$ cat config.mk
export PLATFORM = sky130hd
export DESIGN_NAME = vga_pixel_engine
export DESIGN_NICKNAME = d
export VERILOG_FILES = /design/src/rtl/vga_pixel_engine.sv
export SDC_FILE = /design/constraint.sdc
export NUM_CORES = 1
export LEC_CHECK = 0
export ABC_AREA = 1
export CORE_UTILIZATION = 37
export CTS_BUF_LIST = sky130_fd_sc_hd__clkbuf_8
export CTS_CLUSTER_SIZE = 30
export DETAILED_ROUTE_END_ITERATION = 16
export GPL_TIMING_DRIVEN = 0
export HOLD_SLACK_MARGIN = 0.02
export PLACE_DENSITY_LB_ADDON = 0.08
export SYNTH_ARGS = -nofsm -noshare
export SYNTH_HDL_FRONTEND = slang
export SYNTH_SLANG_ARGS = --single-unit
$ cat constraint.sdc
create_clock -name pixelClk -period 4.5 [get_ports pixelClk]
set_clock_uncertainty 0.15 [all_clocks]
set_input_delay 0.675 -clock pixelClk [delete_from_list [all_inputs] [get_ports pixelClk]]
set_output_delay 0.675 -clock pixelClk [all_outputs]
set_load 0.01 [all_outputs]
$ cat src/rtl/vga_pixel_engine.sv
// Parametrised VGA scan-out: raster timing, framebuffer word fetch, pixel unpack
// and a writable palette in one 3-stage pixel-clock pipeline.
module vga_pixel_engine #(
  parameter int H_VIS    = 640,
  parameter int H_FP     = 16,
  parameter int H_SYNC   = 96,
  parameter int H_BP     = 48,
  parameter int V_VIS    = 480,
  parameter int V_FP     = 10,
  parameter int V_SYNC   = 2,
  parameter int V_BP     = 33,
  parameter int BPP      = 4,
  parameter int WORD_W   = 32,
  parameter int ADDR_W   = 18,
  parameter int SYNC_ACT = 0
) (
  input  logic              pixelClk,
  input  logic              reset_n,
  input  logic              scale2x,
  output logic [ADDR_W-1:0] fb_addr,
  output logic              fb_en,
  input  logic [WORD_W-1:0] fb_data,
  input  logic              pal_we,
  input  logic [BPP-1:0]    pal_addr,
  input  logic [11:0]       pal_data,
  output logic              hSync,
  output logic              vSync,
  output logic              de,
  output logic [3:0]        VGA_R,
  output logic [3:0]        VGA_G,
  output logic [3:0]        VGA_B,
  output logic              frameStart
);
  localparam int H_TOT = H_VIS + H_FP + H_SYNC + H_BP;
  localparam int V_TOT = V_VIS + V_FP + V_SYNC + V_BP;
  localparam int HW    = $clog2(H_TOT + 1);
  localparam int VW    = $clog2(V_TOT + 1);
  localparam int PPW   = WORD_W / BPP;
  localparam int SUB_W = (PPW > 1) ? $clog2(PPW) : 1;

  localparam logic [HW-1:0] H_LAST     = HW'(H_TOT - 1);
  localparam logic [HW-1:0] H_VIS_C    = HW'(H_VIS);
  localparam logic [HW-1:0] H_VIS_LAST = HW'(H_VIS - 1);
  localparam logic [HW-1:0] HS_BEG     = HW'(H_VIS + H_FP);
  localparam logic [HW-1:0] HS_END     = HW'(H_VIS + H_FP + H_SYNC);
  localparam logic [VW-1:0] V_LAST     = VW'(V_TOT - 1);
  localparam logic [VW-1:0] V_VIS_C    = VW'(V_VIS);
  localparam logic [VW-1:0] VS_BEG     = VW'(V_VIS + V_FP);
  localparam logic [VW-1:0] VS_END     = VW'(V_VIS + V_FP + V_SYNC);
  localparam logic [SUB_W-1:0]  SUB_LAST = SUB_W'(PPW - 1);
  localparam logic [ADDR_W-1:0] WPL_N    = ADDR_W'((H_VIS + PPW - 1) / PPW);
  localparam logic [ADDR_W-1:0] WPL_S    = ADDR_W'((H_VIS / 2 + PPW - 1) / PPW);
  localparam logic              SA       = 1'(SYNC_ACT);

  typedef struct packed {
    logic             hs;
    logic             vs;
    logic             vis;
    logic             fs;
    logic             load;
    logic [SUB_W-1:0] sub;
  } ctl_t;

  localparam ctl_t CTL_RST = '{hs: ~SA, vs: ~SA, vis: 1'b0, fs: 1'b0, load: 1'b0, sub: '0};

  logic [HW-1:0]     hcnt;
  logic [VW-1:0]     vcnt;
  logic [SUB_W-1:0]  sub_cnt;
  logic              scale_q;
  logic [ADDR_W-1:0] line_base, word_ptr;
  ctl_t              c1, c2;
  logic [WORD_W-1:0] held_word;
  logic [11:0]       pal [2**BPP];

  logic              h_vis, v_vis, in_vis, frame_top, scale_now, src_step, fetch;
  logic              hs_now, vs_now;
  logic [ADDR_W-1:0] addr_now;
  logic [WORD_W-1:0] cur_word;
  logic [BPP-1:0]    pix_idx;

  assign h_vis     = hcnt < H_VIS_C;
  assign v_vis     = vcnt < V_VIS_C;
  assign in_vis    = h_vis && v_vis;
  assign frame_top = (hcnt == '0) && (vcnt == '0);
  // scale2x is latched at the top of the frame; the top pixel itself already uses the new value
  assign scale_now = frame_top ? scale2x : scale_q;
  assign src_step  = !scale_now || hcnt[0];
  assign fetch     = in_vis && (sub_cnt == '0) && (!scale_now || !hcnt[0]);
  assign addr_now  = (hcnt == '0) ? line_base : word_ptr;
  assign hs_now    = (hcnt >= HS_BEG && hcnt < HS_END) ? SA : ~SA;
  assign vs_now    = (vcnt >= VS_BEG && vcnt < VS_END) ? SA : ~SA;

  always_ff @(posedge pixelClk or negedge reset_n) begin
    if (!reset_n) begin
      hcnt      <= '0;
      vcnt      <= '0;
      sub_cnt   <= '0;
      scale_q   <= 1'b0;
      line_base <= '0;
      word_ptr  <= '0;
    end else begin
      if (hcnt == H_LAST) begin
        hcnt <= '0;
        vcnt <= (vcnt == V_LAST) ? '0 : vcnt + 1'b1;
      end else begin
        hcnt <= hcnt + 1'b1;
      end
      if (hcnt == H_LAST)
        sub_cnt <= '0;
      else if (src_step)
        sub_cnt <= (sub_cnt == SUB_LAST) ? '0 : sub_cnt + 1'b1;
      if (frame_top)
        scale_q <= scale2x;
      // in 2x mode even lines are shown twice, so the base only advances after odd lines
      if (hcnt == H_LAST && vcnt == V_LAST)
        line_base <= '0;
      else if (hcnt == H_VIS_LAST && v_vis && !(scale_now && !vcnt[0]))
        line_base <= line_base + (scale_now ? WPL_S : WPL_N);
      if (fetch)
        word_ptr <= addr_now + 1'b1;
    end
  end

  always_ff @(posedge pixelClk or negedge reset_n) begin
    if (!reset_n) begin
      fb_en   <= 1'b0;
      fb_addr <= '0;
      c1      <= CTL_RST;
    end else begin
      fb_en <= fetch;
      if (fetch)
        fb_addr <= addr_now;
      c1 <= '{hs: hs_now, vs: vs_now, vis: in_vis, fs: frame_top, load: fetch, sub: sub_cnt};
    end
  end

  assign cur_word = c2.load ? fb_data : held_word;
  assign pix_idx  = cur_word[WORD_W - 1 - BPP * int'(c2.sub) -: BPP];

  always_ff @(posedge pixelClk or negedge reset_n) begin
    if (!reset_n) begin
      c2         <= CTL_RST;
      held_word  <= '0;
      hSync      <= ~SA;
      vSync      <= ~SA;
      de         <= 1'b0;
      frameStart <= 1'b0;
      {VGA_R, VGA_G, VGA_B} <= 12'h000;
    end else begin
      c2         <= c1;
      held_word  <= cur_word;
      hSync      <= c2.hs;
      vSync      <= c2.vs;
      de         <= c2.vis;
      frameStart <= c2.fs;
      {VGA_R, VGA_G, VGA_B} <= c2.vis ? pal[pix_idx] : 12'h000;
    end
  end

  // no reset: the CPU reloads the palette; a same-cycle read sees the old entry
  always_ff @(posedge pixelClk) begin
    if (pal_we)
      pal[pal_addr] <= pal_data;
  end
endmodule

Yosys cells after proc, flatten, opt, wreduce, memory -nomap -nowiden
Memory sizes are Yosys's and may differ from the RTL's.
Cells that the tools add are included.
- logic and storage cells: 82
- bits of input ports: 52
- memory bits (writable): 192
- output and inout port bits: 35
- flip-flop bits (word level): 142
- memories: 1
- equal/unequal tests: 4
- $add $sub $neg: 6
- mux-type cells: 16
- reduce and logical (&&, ||, !) cells: 21
- shift-type cells: 1
- order comparisons: 6
- memories (memory ; words ; width ; read ports ; clocked after Yosys merged registers in ; wr ports ; RTL line ; RTL):
    pal ; 16 ; 12 ; 1 ; 0 ; 1 ; 73 ; logic [11:0] pal [2**BPP];
- operator list (cell ; count):
    2-to-1 mux 18 bit ; 3
    variable part select 35 x 6 -> 4 bit ; 1
    2-to-1 mux 32 bit ; 1
    == test 10 bit (second input constant) ; 3
    adder 10 x 1 -> 10 bit (second input constant) ; 2
    logical NOT 10 bit ; 2
    less-than comparator 10 bit (second input constant) ; 2
    less-than comparator 10 x 9 -> 1 bit (second input constant) ; 2
    2-to-1 mux 10 bit ; 2
    adder 18 x 1 -> 18 bit (second input constant) ; 1
    adder 18 x 7 -> 18 bit ; 1
    2-to-1 mux 12 bit ; 1
    >= comparator 10 bit (second input constant) ; 1
    >= comparator 10 x 9 -> 1 bit (second input constant) ; 1
    logical AND 1 bit ; 10
    2-to-1 mux 3 bit ; 3
    2-to-1 mux 7 bit ; 1
    subtractor 5 x 5 -> 6 bit (first input constant) ; 1
    2-to-1 mux 1 bit ; 5
    logical NOT 1 bit ; 4
    nonzero test 2 bit ; 2
    adder 3 x 1 -> 3 bit (second input constant) ; 1
    == test 3 bit (second input constant) ; 1
    logical NOT 3 bit ; 1
    logical OR 1 bit ; 2

Longest topological paths before layout
Gate-level depths: netlist of run 1.
- depth after elaboration: 8
- mapped depth: 19
- mapped depth without buffers: 19

Worst setup path before layout of run 1
OpenSTA, ideal clock, no wires.
- kind: reg-to-reg
- from: reg vcnt[0]
- to: reg line_base[17]
- stages on the path, launching flop included: 19
- clock period less this slack: 3100 ps
- buffers on the path: 0
- data arrival time: 2824 ps
- required time: 4224 ps
- library setup time: 126 ps
- setup slack: 1400 ps
- cells stage by stage: dfrtp_1 -> inv_1 -> ha_1 -> inv_1 -> nor2_1 -> nand3_1 -> nor2_1 -> nand2_1 -> nand2_1 -> o21a_2 -> ha_1 -> inv_1 -> fa_1 -> o21ai_0 -> nand2_1 -> inv_1 -> nand3_1 -> nor3_1 -> nor3b_2
- cells in the longest elaborated chain, start to end: 7
- elaborated cells on any way between the ends: 16
- classes of those cells: add/sub (1); order compare (1); eq/ne (1); mux (4); reduce/logical (9)
- ends and longest elaborated chain (element ; RTL line ; RTL):
    start: declaration ; 67 ; logic [VW-1:0] vcnt;
    start signal: assignment ; 104 ; vcnt <= (vcnt == V_LAST) ? '0 : vcnt + 1'b1;
    logical NOT 10 bit (*) ; 84 ; assign frame_top = (hcnt == '0) && (vcnt == '0);
    logical AND 1 bit (*) ; 84 ;
    2-to-1 mux 1 bit (*) ; -- ;
    net scale_now ; 75 ; logic h_vis, v_vis, in_vis, frame_top, scale_now, src_step, fetch;
    2-to-1 mux 7 bit or logical AND 1 bit (tied branches) ; 118, 117 ;
    adder 18 x 7 -> 18 bit or logical NOT 1 bit (tied branches) ; 118, 117 ;
    2-to-1 mux 18 bit or logical AND 1 bit (tied branches) ; 117 ; else if (hcnt == H_VIS_LAST && v_vis && !(scale_now && !vcnt[0]))
    2-to-1 mux 18 bit or nonzero test 2 bit (tied branches) ; -- ;
    end signal: assignment ; 118 ; line_base <= line_base + (scale_now ? WPL_S : WPL_N);
    end: declaration ; 70 ; logic [ADDR_W-1:0] line_base, word_ptr;
The timed path passes the listed nets; every way through them passes the cells marked *. The select of a mux whose other input is x is not followed.
A chain may end at the register's enable or synchronous reset.

Worst setup path in the final report of run 1
Ends and elaborated chain as after synthesis.

==> run summary, run 1 <==
The internal power component is 6920 uW. VDD sags by at most 0.352 mV. Power spread over the standard cell area amounts to 685 nW/um^2.

The slowest stage cell on the critical path is sky130_fd_sc_hd__o21ai_0. The wire length of the first global-routing pass is 64400 um. The width of the chip came out at 201 um. In this run, the combinational gates consume 45.4% of the power. The via-per-instance ratio is 4.98. The tool flagged a number of max-cap violations equal to 0. The top-level port count is 87. For this run, the slowest stage of the critical path takes 570 ps. The proportion of register bits with asynchronous set or reset after synthesis is 42.0%. Clock tree synthesis found a total of 331 sinks. The floorplan has 72 rows. Wires add up to 41500 um. The number of setup buffers added after CTS is 0.

The slack of the worst reg-to-reg path is 670 ps. The net switching component of the power is 5080 uW. Setup violations remaining at the end of the flow were counted as 0. The average cell area after synthesis came out at 9.93 um^2. Including well taps, the total number of placed cells is 2085.

The region available for standard cell placement spans 38900 um^2. The count of final max-slew check failures was 0. The number of buffers added by the clock tree synthesis step is 58. The critical path is of the reg -> reg type. The slew at the pin with the worst max-slew slack is 1360 ps. The post-synthesis instance total came out at 1477. The summed instance area of the synthesized netlist is 14700 um^2. The total number of yosys warnings is 0. For this block, the initial DRC count from the detailed router was 713.

The clock latency on the worst-skew pair came out at 640 ps. Counting stages on the worst path, the most repeated cell is sky130_fd_sc_hd__inv_1. The utilization after layout came out at 45.0%. The detail route stage leaves a number of antenna-violating nets equal to 0. The worst register-to-register path has a depth of 18. STA puts the critical path data arrival time at 4180 ps. After layout, the worst path uses 85.1% of the clock period. The number of different library cells in the post-synthesis netlist came out at 45. The endpoint type of the worst setup path is a register. The number of detailed-route iterations in the first pass came out at 5. The number of enable flip-flop cells after synthesis is 192. The critical path goes through inv_1, ha_1, inv_1, nor2_1, nand3_1, nor2_1, nand2_1, nand2_1, o21a_2, ha_1, inv_1, fa_1, o21ai_0, nand2_1, inv_1, nand3_1, nor3_1, nor3b_2. The tightest min-delay check is of the reg -> reg type. The total track usage came out at 21.0%. The share of total power consumed by net switching came out at 42.3%. The synthesis-stage register bit count came out at 331. Counting along the longest clock path gives a buffer depth of 3. For this run, the leading register cell type out of synthesis is sky130_fd_sc_hd__edfxtp_1. The final standard cell count with taps included and fillers excluded is 2196. The final net count is 1694. The synthesized design devotes to its leading area cell type 39.3% of total area. The maximum level of the CTS H-tree came out at 2. The area overhead of the layout relative to synthesis is 19.3%. The critical path startpoint is vcnt[0].

The biggest area contributor in the post-synthesis netlist is sky130_fd_sc_hd__edfxtp_1. The clock slew at the register clock pins of the worst setup and hold paths came out at 60 ps. The data required time of the worst path came out at 4850 ps. The die area is 40400 um^2. Yosys attributes the largest share of cell area to sky130_fd_sc_hd__edfxtp_1 39%, sky130_fd_sc_hd__dfrtp_1 23%, sky130_fd_sc_hd__nand2_1 10%. Setup repair after global routing left no endpoint under its margin. The count of input and output buffers came out at 86. The y dimension of the die is 201 um. TritonCTS built the clock tree. Along the worst path, the maximum fanout reaches 7. The worst flop-to-flop path startpoint is vcnt[0].

The terminus of the critical flop-to-flop path is line_base[17]. The post-detailed-route DRC marker count came out at 0. The half-perimeter wire length after placement is 27900 um. The vias after detailed routing came out at 10900.

The count of buffer and inverter cells on the critical path came out at 4. The average routed wire per standard cell is 18.9 um. The tree is rooted in a sky130_fd_sc_hd__clkbuf_8.

The ratio of cells with drive above 1 in the final layout came out at 11.8%. The register area share after synthesis came out at 63.1%. The initial antenna violation count is 0.

The worst-case headroom to the max-slew limit is 8.81%. The shortest clock period the worst path allows after layout came out at 3830 ps. The cell family with the largest share of critical-path delay is simple AND/OR/NAND/NOR gates. The achievable frequency came out at 0.261 GHz.

In this run, flip-flops and latches consume 30.8% of the power. Overall power consumption after layout is estimated at 12000 uW. The launching element type of the critical path is a register. The via count of the first global-routing pass came out at 11000. The congestion estimate from routability-driven global placement came to 0.839.

The run finished with clean final reports. The capturing instance or port of the critical path is line_base[17]. The starting density of the core came out at 37.7%. For this design the static power due to leakage is 0.00726 uW. The number of failing hold endpoints at the final stage is 0.

In the post-synthesis netlist, the cell with the most instances is sky130_fd_sc_hd__nand2_1. The commonest cells after synthesis are 391 x sky130_fd_sc_hd__nand2_1, 272 x sky130_fd_sc_hd__nand3_1, 192 x sky130_fd_sc_hd__edfxtp_1, 133 x sky130_fd_sc_hd__dfrtp_1, 99 x sky130_fd_sc_hd__nor2_1. The number of antenna cells inserted is 0. Per report_power, the clock group accounts for 23.7% of the total. The total overflow left after global routing is 0. The critical path runs through a total of 18 cells.

The total nets after synthesis is 1542. The largest net degree at the start of global routing is 79.
-- layout by cell type (no fill, tap or decap), types with 42 or more instances in the layout --
master	instances
sky130_fd_sc_hd__o21ai_0	43
sky130_fd_sc_hd__edfxtp_1	192
sky130_fd_sc_hd__inv_1	114
sky130_fd_sc_hd__dfrtp_1	133
sky130_fd_sc_hd__nand2_1	391
sky130_fd_sc_hd__nand3_1	272
sky130_fd_sc_hd__a21oi_1	42
sky130_fd_sc_hd__nor2_1	89
sky130_fd_sc_hd__clkbuf_8	70
sky130_fd_sc_hd__clkdlybuf4s50_1	85
-- how the worst min path moves through the flow --
| stage | depth (start not counted) | from | endpoint | slack, ps |
|---|---|---|---|---|
| final | 0 | c1[5] | c2[5] | 190 |
| after global routing | 0 | c1[7] | c2[7] | 210 |
| after CTS | 0 | c1[0] | c2[0] | 200 |
| after detailed placement | 0 | c1[5] | c2[5] | 190 |
| after global placement | 0 | c1[5] | c2[5] | 180 |
| after floorplan | 0 | c1[0] | c2[0] | 180 |
-- power by group through the flow --
stage          registers, uW  logic [uW]  clock network (uW)
2_1_floorplan           3780        3400                   0
3_3_place_gp            3760        5390                   0
3_5_place_dp            3760        5420                   0
4_1_cts                 3700        5440                2930
5_1_grt                 3740        6000                3070
6_report                3700        5450                2850
-- per-layer routing --
metal	vias up	share of wire, %	GRT usage, %
met1	5252	44	27.5
met2	255	48	35.1
met5	-	0	0
li1	5346	-	-
met3	77	5.3	4.29
met4	0	2.4	6.65
-- stage by stage --
stage          setup slack (ps)  setup TNS, ps  hold WS (ps)  cell area [um^2]
2_1_floorplan              1400              0           181             14700
3_3_place_gp              -3400        -459700           182             16200
3_5_place_dp                681              0           186             16300
4_1_cts                     669              0           198             17500
5_1_grt                     394              0           205             17500
6_report                    671              0           195             17500
-- cell type report --
| type | count | area (um^2) |
|---|---|---|
| Inverter | 102 | 385 |
| Tap cell | 518 | 648 |
| Buffer | 66 | 420 |
| Timing Repair Buffer | 92 | 956 |
| Multi-Input combinational cell | 978 | 4640 |
| Sequential cell | 331 | 9250 |
| Clock buffer | 70 | 963 |
| Clock inverter | 39 | 244 |
| Fill cell | 3795 | 21400 |
-- timing repair --
| action | in CTS | in global routing |
|---|---|---|
| hold buffers | 1 | 0 |
| setup endpoints to repair | 0 | 0 |
| gates resized for setup | 0 | 0 |
| hold endpoints to repair | 61 | 0 |
-- sequential cells by signal, summed over array words and instances (netlist names) --
register    cells
pal           192
held_word      32
fb_addr        18
word_ptr       18
line_base      15
hcnt           10
vcnt           10
c1              8
c2              8
VGA_B           4
VGA_G           4
VGA_R           4
sub_cnt         3
de              1
frameStart      1
hSync           1
scale_q         1
vSync           1
-- cells by family (layout without fill, tap and decap cells) --
| logic type | Yosys count | in the layout | synth area share [%] |
|---|---|---|---|
| xor gates and xnor gates | 14 | 14 | 0.836 |
| AOI/OAI and AO/OA | 123 | 123 | 4.61 |
| adders and majority gates | 13 | 13 | 1.16 |
| DFF | 331 | 331 | 63.1 |
| buffers and inverters | 168 | 369 | 5.49 |
| and+or+nand+nor | 828 | 828 | 24.8 |
No activity file was read; power rests on OpenSTA's default activity.
==> inputs of run 2 (changes only) <==
--- a/config.mk
+++ b/config.mk
@@ -6,6 +6,7 @@
 export NUM_CORES = 1
 export LEC_CHECK = 0
 export ABC_AREA = 1
+export ABC_CLOCK_PERIOD_IN_PS = 4500
 export CORE_UTILIZATION = 37
 export CTS_BUF_LIST = sky130_fd_sc_hd__clkbuf_8
 export CTS_CLUSTER_SIZE = 30
==> results of run 2 <==
The final DEF is identical to that of run 1; final timing and power are the same.
